<file path="src/rtl/ifc_or_arbiter_pkg.sv">
// Shared definitions for the ifc_or round-robin arbiter.
//   tag_width(n)   : width of a requester index (clog2(n), at least 1)
//   cnt_width(d)   : width of an occupancy counter able to hold 0..d
//   rr_pick(v,p,n) : first set bit of v[n-1:0] scanning p, p+1, ... mod n
package ifc_or_arb_pkg;

    localparam int unsigned MAX_N = 8;

    function automatic int unsigned tag_width(input int unsigned n);
        return (n > 2) ? $clog2(n) : 1;
    endfunction

    function automatic int unsigned cnt_width(input int unsigned depth);
        return $clog2(depth) + 1;
    endfunction

    // Returns ptr when no bit is set; callers gate on "any set" themselves.
    function automatic int unsigned rr_pick(input logic [MAX_N-1:0] full_vec,
                                            input int unsigned      ptr,
                                            input int unsigned      n);
        int unsigned idx;
        int unsigned pick;
        logic        found;
        pick  = ptr;
        found = 1'b0;
        for (int unsigned k = 0; k < n; k++) begin
            idx = (ptr + k) % n;
            if (!found && full_vec[idx[2:0]]) begin
                pick  = idx;
                found = 1'b1;
            end
        end
        return pick;
    endfunction

endpackage

</file>
<file path="src/rtl/ifc_or_arbiter_tag_fifo.sv">
// In-order tag FIFO recording which requester owns each in-flight result.
// Ports:
//   clk, rst_n  : clock, synchronous active-low reset
//   push        : write push_data (ignored while full)
//   push_data   : requester index to record
//   pop         : drop the head entry (ignored while empty)
//   head        : oldest entry
//   empty, full : occupancy flags (count==0 / count==DEPTH)
module ifc_tag_fifo
    import ifc_or_arb_pkg::*;
#(
    parameter int unsigned DEPTH = 4,
    parameter int unsigned TAG_W = 2
) (
    input  logic             clk,
    input  logic             rst_n,
    input  logic             push,
    input  logic [TAG_W-1:0] push_data,
    input  logic             pop,
    output logic [TAG_W-1:0] head,
    output logic             empty,
    output logic             full
);

    localparam int unsigned CNT_W = cnt_width(DEPTH);
    localparam int unsigned PTR_W = (DEPTH > 1) ? $clog2(DEPTH) : 1;

    logic [TAG_W-1:0] mem [DEPTH];
    logic [PTR_W-1:0] wr_ptr;
    logic [PTR_W-1:0] rd_ptr;
    logic [CNT_W-1:0] count;
    logic             do_push;
    logic             do_pop;

    function automatic logic [PTR_W-1:0] ptr_next(input logic [PTR_W-1:0] p);
        return (p == PTR_W'(DEPTH - 1)) ? '0 : p + PTR_W'(1);
    endfunction

    assign empty   = (count == '0);
    assign full    = (count == CNT_W'(DEPTH));
    assign do_push = push & ~full;
    assign do_pop  = pop & ~empty;
    assign head    = mem[rd_ptr];

    always_ff @(posedge clk) begin
        if (!rst_n) begin
            wr_ptr <= '0;
            rd_ptr <= '0;
            count  <= '0;
        end else begin
            if (do_push) begin
                mem[wr_ptr] <= push_data;
                wr_ptr      <= ptr_next(wr_ptr);
            end
            if (do_pop) begin
                rd_ptr <= ptr_next(rd_ptr);
            end
            case ({do_push, do_pop})
                2'b10:   count <= count + CNT_W'(1);
                2'b01:   count <= count - CNT_W'(1);
                default: count <= count;
            endcase
        end
    end

endmodule

</file>
<file path="src/rtl/ifc_or_arbiter.sv">
// Round-robin arbiter sharing one ifc_or instance between N requesters.
// Ports:
//   CLK, RST_N            : clock, synchronous active-low reset
//   req_en/req_a/req_b    : per-requester operand enqueue (slice i*W +: W)
//   req_rdy               : requester i's holding slot is empty
//   rsp_en/rsp_rdy        : per-requester result dequeue; rsp_rdy marks the head owner
//   rsp_data              : ifc_or result, broadcast to all requesters
//   or_a_*/or_b_*/or_y_*  : glue to the shared ifc_or enqueue/dequeue methods
module ifc_or_arbiter
    import ifc_or_arb_pkg::*;
#(
    parameter int unsigned N     = 4,
    parameter int unsigned W     = 1,
    parameter int unsigned DEPTH = 4
) (
    input  logic           CLK,
    input  logic           RST_N,
    input  logic [N-1:0]   req_en,
    input  logic [N*W-1:0] req_a,
    input  logic [N*W-1:0] req_b,
    output logic [N-1:0]   req_rdy,
    input  logic [N-1:0]   rsp_en,
    output logic [W-1:0]   rsp_data,
    output logic [N-1:0]   rsp_rdy,
    output logic           or_a_en,
    output logic [W-1:0]   or_a_data,
    input  logic           or_a_rdy,
    output logic           or_b_en,
    output logic [W-1:0]   or_b_data,
    input  logic           or_b_rdy,
    output logic           or_y_en,
    input  logic [W-1:0]   or_y_data,
    input  logic           or_y_rdy
);

    localparam int unsigned TAG_W = tag_width(N);

    logic [N-1:0]     full;
    logic [W-1:0]     a_reg [N];
    logic [W-1:0]     b_reg [N];
    logic [TAG_W-1:0] rr_ptr;
    logic [TAG_W-1:0] grant;
    logic [TAG_W-1:0] fifo_head;
    logic [MAX_N-1:0] full_pad;
    logic             fifo_empty;
    logic             fifo_full;
    logic             issue_ok;

    always_comb begin
        full_pad        = '0;
        full_pad[N-1:0] = full;
        grant           = TAG_W'(rr_pick(full_pad, 32'(rr_ptr), N));
    end

    // A full FIFO blocks issue even when a pop lands on the same edge.
    assign issue_ok = RST_N & or_a_rdy & or_b_rdy & ~fifo_full & (|full);

    assign or_a_en   = issue_ok;
    assign or_b_en   = issue_ok;
    assign or_a_data = issue_ok ? a_reg[grant] : '0;
    assign or_b_data = issue_ok ? b_reg[grant] : '0;

    assign req_rdy  = {N{RST_N}} & ~full;
    assign rsp_data = or_y_data;

    always_comb begin
        rsp_rdy = '0;
        if (RST_N && or_y_rdy && !fifo_empty) begin
            rsp_rdy[fifo_head] = 1'b1;
        end
    end

    assign or_y_en = |(rsp_en & rsp_rdy);

    always_ff @(posedge CLK) begin
        if (!RST_N) begin
            full   <= '0;
            rr_ptr <= '0;
        end else begin
            for (int unsigned i = 0; i < N; i++) begin
                // A granted slot is full, so it can never also be loaded here.
                if (issue_ok && grant == TAG_W'(i)) begin
                    full[i] <= 1'b0;
                end else if (req_en[i] && !full[i]) begin
                    full[i]  <= 1'b1;
                    a_reg[i] <= req_a[i*W +: W];
                    b_reg[i] <= req_b[i*W +: W];
                end
            end
            if (issue_ok) begin
                rr_ptr <= (grant == TAG_W'(N - 1)) ? '0 : grant + TAG_W'(1);
            end
        end
    end

    ifc_tag_fifo #(
        .DEPTH (DEPTH),
        .TAG_W (TAG_W)
    ) u_tag_fifo (
        .clk       (CLK),
        .rst_n     (RST_N),
        .push      (issue_ok),
        .push_data (grant),
        .pop       (or_y_en),
        .head      (fifo_head),
        .empty     (fifo_empty),
        .full      (fifo_full)
    );

endmodule

</file>
<file path="config.mk">
export PLATFORM = sky130hd
export DESIGN_NAME = ifc_or_arbiter
export DESIGN_NICKNAME = d
export VERILOG_FILES = /design/src/rtl/ifc_or_arbiter_pkg.sv /design/src/rtl/ifc_or_arbiter_tag_fifo.sv /design/src/rtl/ifc_or_arbiter.sv
export SDC_FILE = /design/constraint.sdc
export NUM_CORES = 1
export LEC_CHECK = 0
export ABC_AREA = 1
export CAP_MARGIN = 10
export CORE_ASPECT_RATIO = 0.5
export CORE_MARGIN = 10
export CORE_UTILIZATION = 30
export DETAILED_ROUTE_END_ITERATION = 16
export DONT_BUFFER_PORTS = 1
export GPL_TIMING_DRIVEN = 0
export SYNTH_ARGS = -nofsm -noshare
export SYNTH_HDL_FRONTEND = slang
export SYNTH_SLANG_ARGS = --single-unit
export TNS_END_PERCENT = 20
</file>
<file path="constraint.sdc">
create_clock -name CLK -period 2.95 [get_ports CLK]
set_clock_uncertainty 0.1 [all_clocks]
set_input_delay 0.885 -clock CLK [delete_from_list [all_inputs] [get_ports CLK]]
set_output_delay 0.885 -clock CLK [all_outputs]
set_load 0.02 [all_outputs]
</file>
Word level (Yosys, flattened, before mapping)
Memories as Yosys holds them, arrays and structs flattened. A register that Yosys moved wholly into a read port is not among the register bits.
Cells that the tools add are included.
{"block": "totals", "inputBits": 22, "memories": 3, "wordCells": 120, "regBits": 13, "ramBits": 16}
{"block": "classes", "eq_ne": 8, "n_lt_le_gt_ge": 6, "n_addsub": 8, "mux": 44, "bitwise_logic": 12, "reduce_logical": 31}
{"memory": "u_tag_fifo.mem", "depth": 4, "width": 2, "rd": 1, "rd_ports_with_merged_regs": 1, "write_ports": 1, "line_no": "ifc_or_arbiter_tag_fifo.sv:28", "rtl": "logic [TAG_W-1:0] mem [DEPTH];"}
{"memory": "a_reg", "depth": 4, "width": 1, "rd": 1, "rd_ports_with_merged_regs": 0, "write_ports": 4, "line_no": "ifc_or_arbiter.sv:39", "rtl": "logic [W-1:0] a_reg [N];"}
{"memory": "b_reg", "depth": 4, "width": 1, "rd": 1, "rd_ports_with_merged_regs": 0, "write_ports": 4, "line_no": "ifc_or_arbiter.sv:40", "rtl": "logic [W-1:0] b_reg [N];"}
{"cell": "$mux W1", "n": 29}
{"cell": "$lt A2 B4 Y1 const B", "n": 4}
{"cell": "$mux W2", "n": 8}
{"cell": "$logic_and A1 B1 Y1", "n": 14}
{"cell": "$eq A2 B2 Y1 const B", "n": 5}
{"cell": "$add A2 B1 Y2 const B", "n": 4}
{"cell": "$and A4 B4 Y4", "n": 2}
{"cell": "$bmux W1 S2", "n": 4}
{"cell": "$logic_not A1 Y1", "n": 8}
{"cell": "$reduce_or A2 Y1", "n": 4}
{"cell": "$reduce_or A4 Y1", "n": 2}
{"cell": "$and A1 B1 Y1", "n": 6}
{"cell": "$pmux W3 S2", "n": 1}
{"cell": "$add A2 B2 Y2 const B", "n": 2}
{"cell": "$eq A2 B1 Y1 const B", "n": 2}
{"cell": "$mux W4", "n": 1}
{"cell": "$not A4 Y4", "n": 1}
{"cell": "$add A3 B1 Y3 const B", "n": 1}
{"cell": "$eq A3 B3 Y1 const B", "n": 1}
{"cell": "$logic_not A3 Y1", "n": 1}
{"cell": "$lt A2 B3 Y1 const B", "n": 1}
{"cell": "$not A1 Y1", "n": 3}
{"cell": "$sub A3 B1 Y3 const B", "n": 1}
{"cell": "$demux W1 S2", "n": 1}
{"cell": "3 further kinds", "n": 3}

Longest topological paths before layout
Gate-level depths: netlist of the first run.
{"block": "logic_depth", "ltp_word": 17, "mapped_depth": 17, "depth_no_buf": 17}

Modules after synthesis
From an unflattened synthesis of the first run, not the netlist that was laid out.
{"block": "hier_totals", "hier_cells": 256, "hier_area_um2": 2023.2}
{"module": "ifc_or_arbiter", "n_inst": 1, "cells_per_inst": 168, "seq_area_each_um2": 360.3, "area_per_inst_um2": 1178.6}
{"module": "ifc_tag_fifo", "n_inst": 1, "cells_per_inst": 88, "seq_area_each_um2": 420.4, "area_per_inst_um2": 844.6}

Worst setup path after synthesis of the first run
Ideal clock, no wire load.
{"block": "synth_path", "kind": "input -> register", "startpoint": "input or_y_rdy", "endpoint": "register u_tag_fifo.count[2]", "t_required_ns": 2.728, "t_arrival_ns": 2.621, "slack_ns": 0.107, "stages": 15, "path_cell_list": "nand2_1 -> nor2_1 -> nand2_1 -> nor2_1 -> nand2_1 -> nand2_1 -> nor2_1 -> inv_1 -> ha_1 -> inv_1 -> fa_1 -> a21oi_1 -> o21ai_0 -> o21ai_0 -> a21oi_1"}
{"block": "synth_between", "elab_chain_len": 8, "elab_cells_between_ends": 10, "cone_classes": "eq/ne: 2; mux: 2; bitwise: 2; reduce/logical: 4"}
{"item": "from (decl)", "line_no": "ifc_or_arbiter.sv:33", "rtl": "input logic or_y_rdy"}
{"item": "$logic_and A1 B1 Y1 (*) (2 in series)", "line_no": "ifc_or_arbiter.sv:68", "rtl": "if (RST_N && or_y_rdy && !fifo_empty) begin"}
{"item": "$mux W4 (*)", "line_no": "ifc_or_arbiter.sv:68"}
{"item": "net rsp_rdy[1]", "line_no": "ifc_or_arbiter.sv:24", "rtl": "output logic [N-1:0] rsp_rdy,"}
{"item": "$and A4 B4 Y4 (*)", "line_no": "ifc_or_arbiter.sv:73", "rtl": "assign or_y_en = |(rsp_en & rsp_rdy);"}
{"item": "$reduce_or A4 Y1 (*)", "line_no": "ifc_or_arbiter.sv:73"}
{"item": "$and A1 B1 Y1 (*)", "line_no": "ifc_or_arbiter_tag_fifo.sv:42", "rtl": "assign do_pop = pop & ~empty;"}
{"item": "$eq A2 B1 Y1 or $eq A2 B2 Y1 (tied branches)", "line_no": "ifc_or_arbiter_tag_fifo.sv:58", "rtl": "case ({do_push, do_pop})"}
{"item": "$pmux W3 S2 or $reduce_bool A2 Y1 (tied branches)"}
{"item": "to (signal assigned)", "line_no": "ifc_or_arbiter_tag_fifo.sv:59", "rtl": "2'b10: count <= count + CNT_W'(1);"}
{"item": "to (signal assigned)", "line_no": "ifc_or_arbiter_tag_fifo.sv:60", "rtl": "2'b01: count <= count - CNT_W'(1);"}
{"item": "to (signal assigned)", "line_no": "ifc_or_arbiter_tag_fifo.sv:61", "rtl": "default: count <= count;"}
{"item": "to (decl)", "line_no": "ifc_or_arbiter_tag_fifo.sv:31", "rtl": "logic [CNT_W-1:0] count;"}
The timed path passes the listed nets; every way through them passes the cells marked *.
A chain may end at the register's enable or synchronous reset.

Final worst setup path of the first run
{"block": "layout_path", "startpoint": "register rr_ptr[0]", "endpoint": "output or_b_data"}
{"block": "layout_between", "elab_chain_len": 14, "elab_cells_between_ends": 25, "cone_classes": "add/sub: 3; mux: 15; reduce/logical: 6; memory: 1"}
{"item": "from (decl)", "line_no": "ifc_or_arbiter.sv:41", "rtl": "logic [TAG_W-1:0] rr_ptr;"}
{"item": "from (signal assigned)", "line_no": "ifc_or_arbiter.sv:91", "rtl": "rr_ptr <= (grant == TAG_W'(N - 1)) ? '0 : grant + TAG_W'(1);"}
{"item": "branches (longest 11 deep; another with $add A2 B1 Y2)"}
{"item": "$mux W2 (*)", "line_no": "ifc_or_arbiter_pkg.sv:28", "rtl": "if (!found && full_vec[idx[2:0]]) begin"}
{"item": "$mem_v2 Z4 W1 (*)"}
{"item": "$mux W1 (*)", "line_no": "ifc_or_arbiter.sv:61", "rtl": "assign or_b_data = issue_ok ? b_reg[grant] : '0;"}
{"item": "to (decl)", "line_no": "ifc_or_arbiter.sv:29", "rtl": "output logic [W-1:0] or_b_data,"}
Every way passes the cells marked *. The select of a mux whose other input is x is not followed.

==> results of run 1 <==
==> power by group <==
group	total [W]	switching [W]	internal (W)
combinational	0.000324	0.000210	0.000114
sequential	0.000504	0.0000207	0.000483
clock	0.000566	0.000181	0.000385
==> worst min-delay path by stage <==
stage,from,endpoint,slack [ns],depth (start not counted)
after floorplan,u_tag_fifo.count[0],u_tag_fifo.count[0],0.34,1
after global placement,u_tag_fifo.count[0],u_tag_fifo.count[0],0.36,1
after detailed placement,u_tag_fifo.count[0],u_tag_fifo.count[0],0.37,1
after CTS,u_tag_fifo.count[0],u_tag_fifo.count[0],0.39,1
after global routing,u_tag_fifo.count[0],u_tag_fifo.count[0],0.41,1
final,u_tag_fifo.count[0],u_tag_fifo.count[0],0.39,1
==> cells by family (layout without fill, tap and decap cells) <==
kind of cell | count (synthesis) | count (layout) | share of synthesized area
fa+ha+maj | 11 | 11 | 0.0808
buf+inv | 38 | 55 | 0.0878
compound gates | 24 | 24 | 0.0711
simple gates | 132 | 132 | 0.325
flops | 31 | 31 | 0.435
==> metal layers <==
layer	GRT usage	wire, µm
met1	0.104	2010
met2	0.152	2180
met3	0.0301	283
met4	0.0451	61
met5	0	0
==> final cells by class <==
class	instances	share of cell area
Buffer	5	0.0152
Clock buffer	7	0.0712
Clock inverter	1	0.00218
Inverter	33	0.0582
Multi-Input combinational cell	167	0.438
Sequential cell	31	0.345
Tap cell	73	0.0397
Timing Repair Buffer	9	0.0310
==> metrics by stage <==
| step | cells | util | hold slack (ns) |
|---|---|---|---|
| floorplan | 236 | - | 0.344 |
| global placement | 309 | 0.335 | 0.363 |
| detailed placement | 309 | 0.335 | 0.375 |
| CTS | 318 | 0.373 | 0.388 |
| global route | 326 | 0.408 | 0.414 |
| finish | 326 | 0.408 | 0.395 |
==> cells in the final DEF, fill, tap and decap left out, types with 3 or more instances in the layout <==
cell | Yosys | final
a21oi_1 | 12 | 12
buf_4 | 2 | 10
clkbuf_16 | 0 | 6
dfxtp_1 | 15 | 9
dfxtp_2 | 0 | 4
edfxtp_1 | 16 | 16
ha_1 | 10 | 10
inv_1 | 30 | 30
nand2_1 | 75 | 52
nand2_2 | 7 | 22
nand2_4 | 1 | 9
nand3_1 | 18 | 15
nand3_2 | 0 | 3
nor2_1 | 20 | 17
nor2_4 | 2 | 4
nor3_1 | 6 | 5
o21ai_0 | 10 | 10
==> what timing repair did <==
action / 4_1_cts / 5_1_grt
endpoints found under the hold margin: 0 / 0
setup buffers: 1 / 7
gates cloned: 0 / 1
gates resized for setup: 11 / 47
pin swaps: 3 / 19
setup endpoints to repair: 3 / 4
==> flow_summary.json, run 1 <==
{
  "drcViolationCount": 0,
  "clock_sinks": 31,
  "vias": 1544,
  "setup_tns_ns": 0,
  "netlist_instances": 236,
  "synthFlopType": "edfxtp_1",
  "crit_buf_inv": 1,
  "start_kind": "flop",
  "port_buffers": 0,
  "grt_usage": 0.0905,
  "synth_top_cell_by_area": "edfxtp_1",
  "ant_nets": 0,
  "place_ws_ns": -0.226,
  "die-height_um": 74.7,
  "placement.cell_area_um2": 1890,
  "cp-startpoint": "rr_ptr[0]",
  "min_period_over_period": 0.987,
  "htreeDepth": 2,
  "ys_types": 22,
  "arrival_ns": 1.93,
  "layout.nets": 285,
  "insertion_delay_ns": 0.28,
  "wl_per_cell_um": 13.9,
  "irDropWorstVdd_mv": 0.385,
  "crit_end": "or_b_data",
  "path_class": "flop to primary output",
  "tightest_slew_ns": 0.419,
  "grt-ovfl-total": 0,
  "yosysWarnings": 0,
  "cts-root-buf": "clkbuf_16",
  "n_fill_cell": 551,
  "crit_required_ns": 1.97,
  "synth.net_count": 269,
  "grt_pass1_wl_um": 6960,
  "crit_slowest_cell": "dfxtp_4",
  "power.total_w": 0.00139,
  "synth_seq_cells": 31,
  "diodes": 0,
  "setup_viol": 0,
  "wirelength_um": 4530,
  "cts_tree": "built",
  "io_pins": 36,
  "ys_seq_area_frac": 0.435,
  "outcome": "completed",
  "maxCapViolCount": 0,
  "r2r_end": "u_tag_fifo.count[2]",
  "clk_pin_slew_worst_paths_ns": 0.05,
  "cp-end-kind": "primary output",
  "dp_hpwl_um": 3380,
  "gp_congestion": 0.862,
  "rsz0062_at_grt": "true",
  "max_stage_delay_ns": 0.38,
  "synth_area_um2": 1800,
  "grt_max_degree": 11,
  "hp-class": "flop to flop",
  "critPathTopFamily": "simple AND/OR/NAND/NOR gates",
  "p_leak_nw": 1.03,
  "start_util": 0.319,
  "period_needed_ns": 2.91,
  "p_per_area_nw_per_um2": 606,
  "first_global_vias": 1438,
  "yosysTopAreaCellShare": 0.268,
  "cts_buffers": 5,
  "register_area_um2": 793,
  "fp.dieArea_um2": 9670,
  "yosysMostFrequentCell": "nand2_1",
  "largest_register_ff_count": 8,
  "fp-row-count": 19,
  "drive_gt1_frac": 0.289,
  "final_area_um2": 2300,
  "synth.avg_cell_area_um2": 7.61,
  "avgViaCountPerCell": 4.74,
  "clockBufferDepth": 2,
  "fin_ws_ns": 0.0386,
  "cp.depth": 13,
  "antenna_found_initial": 0,
  "synth_area_leaders": "edfxtp_1 (27%), dfxtp_1 (17%), nand2_1 (16%), ha_1 (7.0%), inv_1 (6.3%)",
  "first_pass_iters": 4,
  "synth_enable_flop_cells": 16,
  "ys_top_cells_by_count": "nand2_1 (75), inv_1 (30), nor2_1 (20)",
  "r2r_setup_slack_ns": 0.29,
  "max_slew_margin": 0.720,
  "critPathMaxFanout": 5,
  "ctsHoldBuffers": 0,
  "drv_slew": 0,
  "hold_viol": 0,
  "top_register": "u_tag_fifo.mem",
  "drtIter0Drc": 40,
  "areaGrowthSynthToFinish_pct": 28.2,
  "fmax_mhz": 343,
  "multi_input_area_um2": 1010,
  "reg2reg_depth": 17,
  "die_x_um": 129,
  "core_area_um2": 5630,
  "crit_chain": "buf_6 -> nand2_2 -> nand2_2 -> nand2_2 -> nand2_4 -> nand3_2 -> nand2_2 -> nand2_4 -> nand2_4 -> nand2_1 -> nand2_1 -> nand2_4 -> a21oi_4",
  "ys_async_sr_fraction": 0
}
(Power assumes the default switching activity.)
==> inputs of run 2 (changes only) <==
clock period = 3.3 ns   (was 2.95 ns; I/O delays follow)
==> run 2 against run 1 <==
  * Sequential power down 11%
  * Highest routed layer unchanged
  * Non-clock buffer count decreased by 9
  * Worst hold slack worse by 0.0085 ns
  * Power shrank 16%
  * Routed wire length is 5.7% lower
  * Global-route usage down 0.17 points
  * Largest power group unchanged
  * Design area is 9.0% lower
  * Critical endpoint is now or_a_data
  * First-iteration DRC count increased by 50%
  * Worst setup slack gained 0.11 ns
  * Die area unchanged
  * Count of clock-buffer cells in the layout did not move
==> flow_summary.json, run 2 (synthesized netlist as in run 1, its figures left out) <==
{
  "outcome": "completed",
  "gp_congestion": 0.862,
  "cp-end-kind": "primary output",
  "avgViaCountPerCell": 4.62,
  "p_per_area_nw_per_um2": 561,
  "drv_slew": 0,
  "cts-root-buf": "clkbuf_16",
  "crit_required_ns": 2.21,
  "fmax_mhz": 318,
  "fp.dieArea_um2": 9670,
  "first_global_vias": 1420,
  "min_from": "u_tag_fifo.count[0]",
  "setup_tns_ns": 0,
  "reg2reg_from": "full[2]",
  "arrival_ns": 2.06,
  "min_period_over_period": 0.954,
  "fin_ws_ns": 0.151,
  "start_kind": "flop",
  "place_ws_ns": 0.0186,
  "io_pins": 36,
  "timing.hold.ws_ns": 0.386,
  "vias": 1464,
  "hold_viol": 0,
  "max_slew_margin": 0.603,
  "grt_max_degree": 11,
  "tightest_slew_ns": 0.596,
  "largest_register_ff_count": 8,
  "grt_usage": 0.0888,
  "clockBufferDepth": 2,
  "drcViolationCount": 0,
  "htreeDepth": 2,
  "irDropWorstVdd_mv": 0.341,
  "drive_gt1_frac": 0.131,
  "dp.cells": 309,
  "first_pass_iters": 4,
  "hp-class": "flop to flop",
  "core_area_um2": 5630,
  "grt_pass1_wl_um": 6820,
  "final_common_cell": "nand2_1",
  "wirelength_um": 4280,
  "maxCapViolCount": 0,
  "top_register": "u_tag_fifo.mem",
  "cts_tree": "built",
  "mostFrequentLayoutCells": "nand2_1 (75), inv_1 (30), nor2_1 (18)",
  "setup_viol": 0,
  "fp-row-count": 19,
  "die-height_um": 74.7,
  "insertion_delay_ns": 0.27,
  "stdcell_count": 317,
  "clock_sinks": 31,
  "clk_pin_slew_worst_paths_ns": 0.05,
  "grt-ovfl-total": 0,
  "dp_hpwl_um": 3380,
  "die_x_um": 129,
  "drtIter0Drc": 60,
  "wl_per_cell_um": 13.5,
  "start_util": 0.319,
  "ant_nets": 0,
  "p_leak_nw": 0.940,
  "cts_buffers": 5,
  "areaGrowthSynthToFinish_pct": 16.6,
  "ctsHoldBuffers": 0,
  "period_needed_ns": 3.15,
  "layout.nets": 276,
  "antenna_found_initial": 0,
  "cp-startpoint": "rr_ptr[1]",
  "critPathMaxFanout": 9,
  "path_class": "flop to primary output",
  "diodes": 0,
  "cts_setup_buffers": 0,
  "port_buffers": 0
}
## run 2: per-stage QoR
stage	util	instance area (µm²)	total power [W]
global placement	0.335	1890	0.000656
global route	0.372	2090	0.00124
CTS	0.368	2070	0.00118
finish	0.372	2090	0.00118
floorplan	-	1800	0.000620
detailed placement	0.335	1890	0.000666
## run 2: metal layers
layer | vias up | global-route usage | part of all wire | wire length (µm)
met2 | 45 | 0.147 | 0.46 | 1980
met1 | 651 | 0.103 | 0.45 | 1940
met5 | - | 0 | 0 | 0
met4 | 0 | 0.0451 | 0.010 | 44
li1 | 763 | - | - | -
met3 | 5 | 0.0301 | 0.071 | 303
## run 2: final cells by class
| type | instances | area (µm²) |
|---|---|---|
| multi-input combinational | 167 | 887 |
| tap | 73 | 91.3 |
| clock buffer | 7 | 164 |
| inverter | 33 | 126 |
| buffer | 5 | 33.8 |
| sequential | 31 | 786 |
| clock inverter | 1 | 5.00 |
| fill | 557 | 3540 |
## run 2: repair_timing
item / in CTS / in global routing
hold endpoints to repair: 0 / 0
resized for setup: 2 / 8
pin swaps: 0 / 3
endpoints found under the setup margin: 2 / 3
## run 2: report_power, final
group / switching [W] / internal (W)
Clock: 0.000159 / 0.000344
Sequential: 0.0000149 / 0.000432
Combinational: 0.000160 / 0.0000654
Total: 0.000334 / 0.000841
## run 2: final timing paths
path / slack, ns / endpoint / cells after the start
setup / recovery: 0.15 / or_a_data / 14
hold / removal: 0.39 / u_tag_fifo.count[0] / 1
setup reg to reg: 0.52 / u_tag_fifo.count[2] / 11
hold reg to reg: 0.39 / u_tag_fifo.count[0] / 1
## run 2: worst max-delay path, cell delays in order, from the launching register on
cell and delay [ns]:
dfxtp_4 0.39, inv_2 0.09, nand2_1 0.06, nand2_1 0.07, nand2_1 0.09, nand2_2 0.09, nor2_4 0.17, nand2_1 0.07
nand2_1 0.09, nand2_1 0.06, nand2_1 0.10, nand2_4 0.11, inv_4 0.08, nand2_1 0.08, a21oi_4 0.23
==> inputs of run 3 (changes only) <==
SKIP_CTS_REPAIR_TIMING = 1   (was default)
==> results of run 3 <==
No change in the layout: final DEF, timing and power equal those of run 2.
Main changes from that run: wire length of the first global-routing pass 6820 µm -> 6800 µm; overall routing resource usage 0.0888 -> 0.0887; met1 usage 0.103 -> 0.102
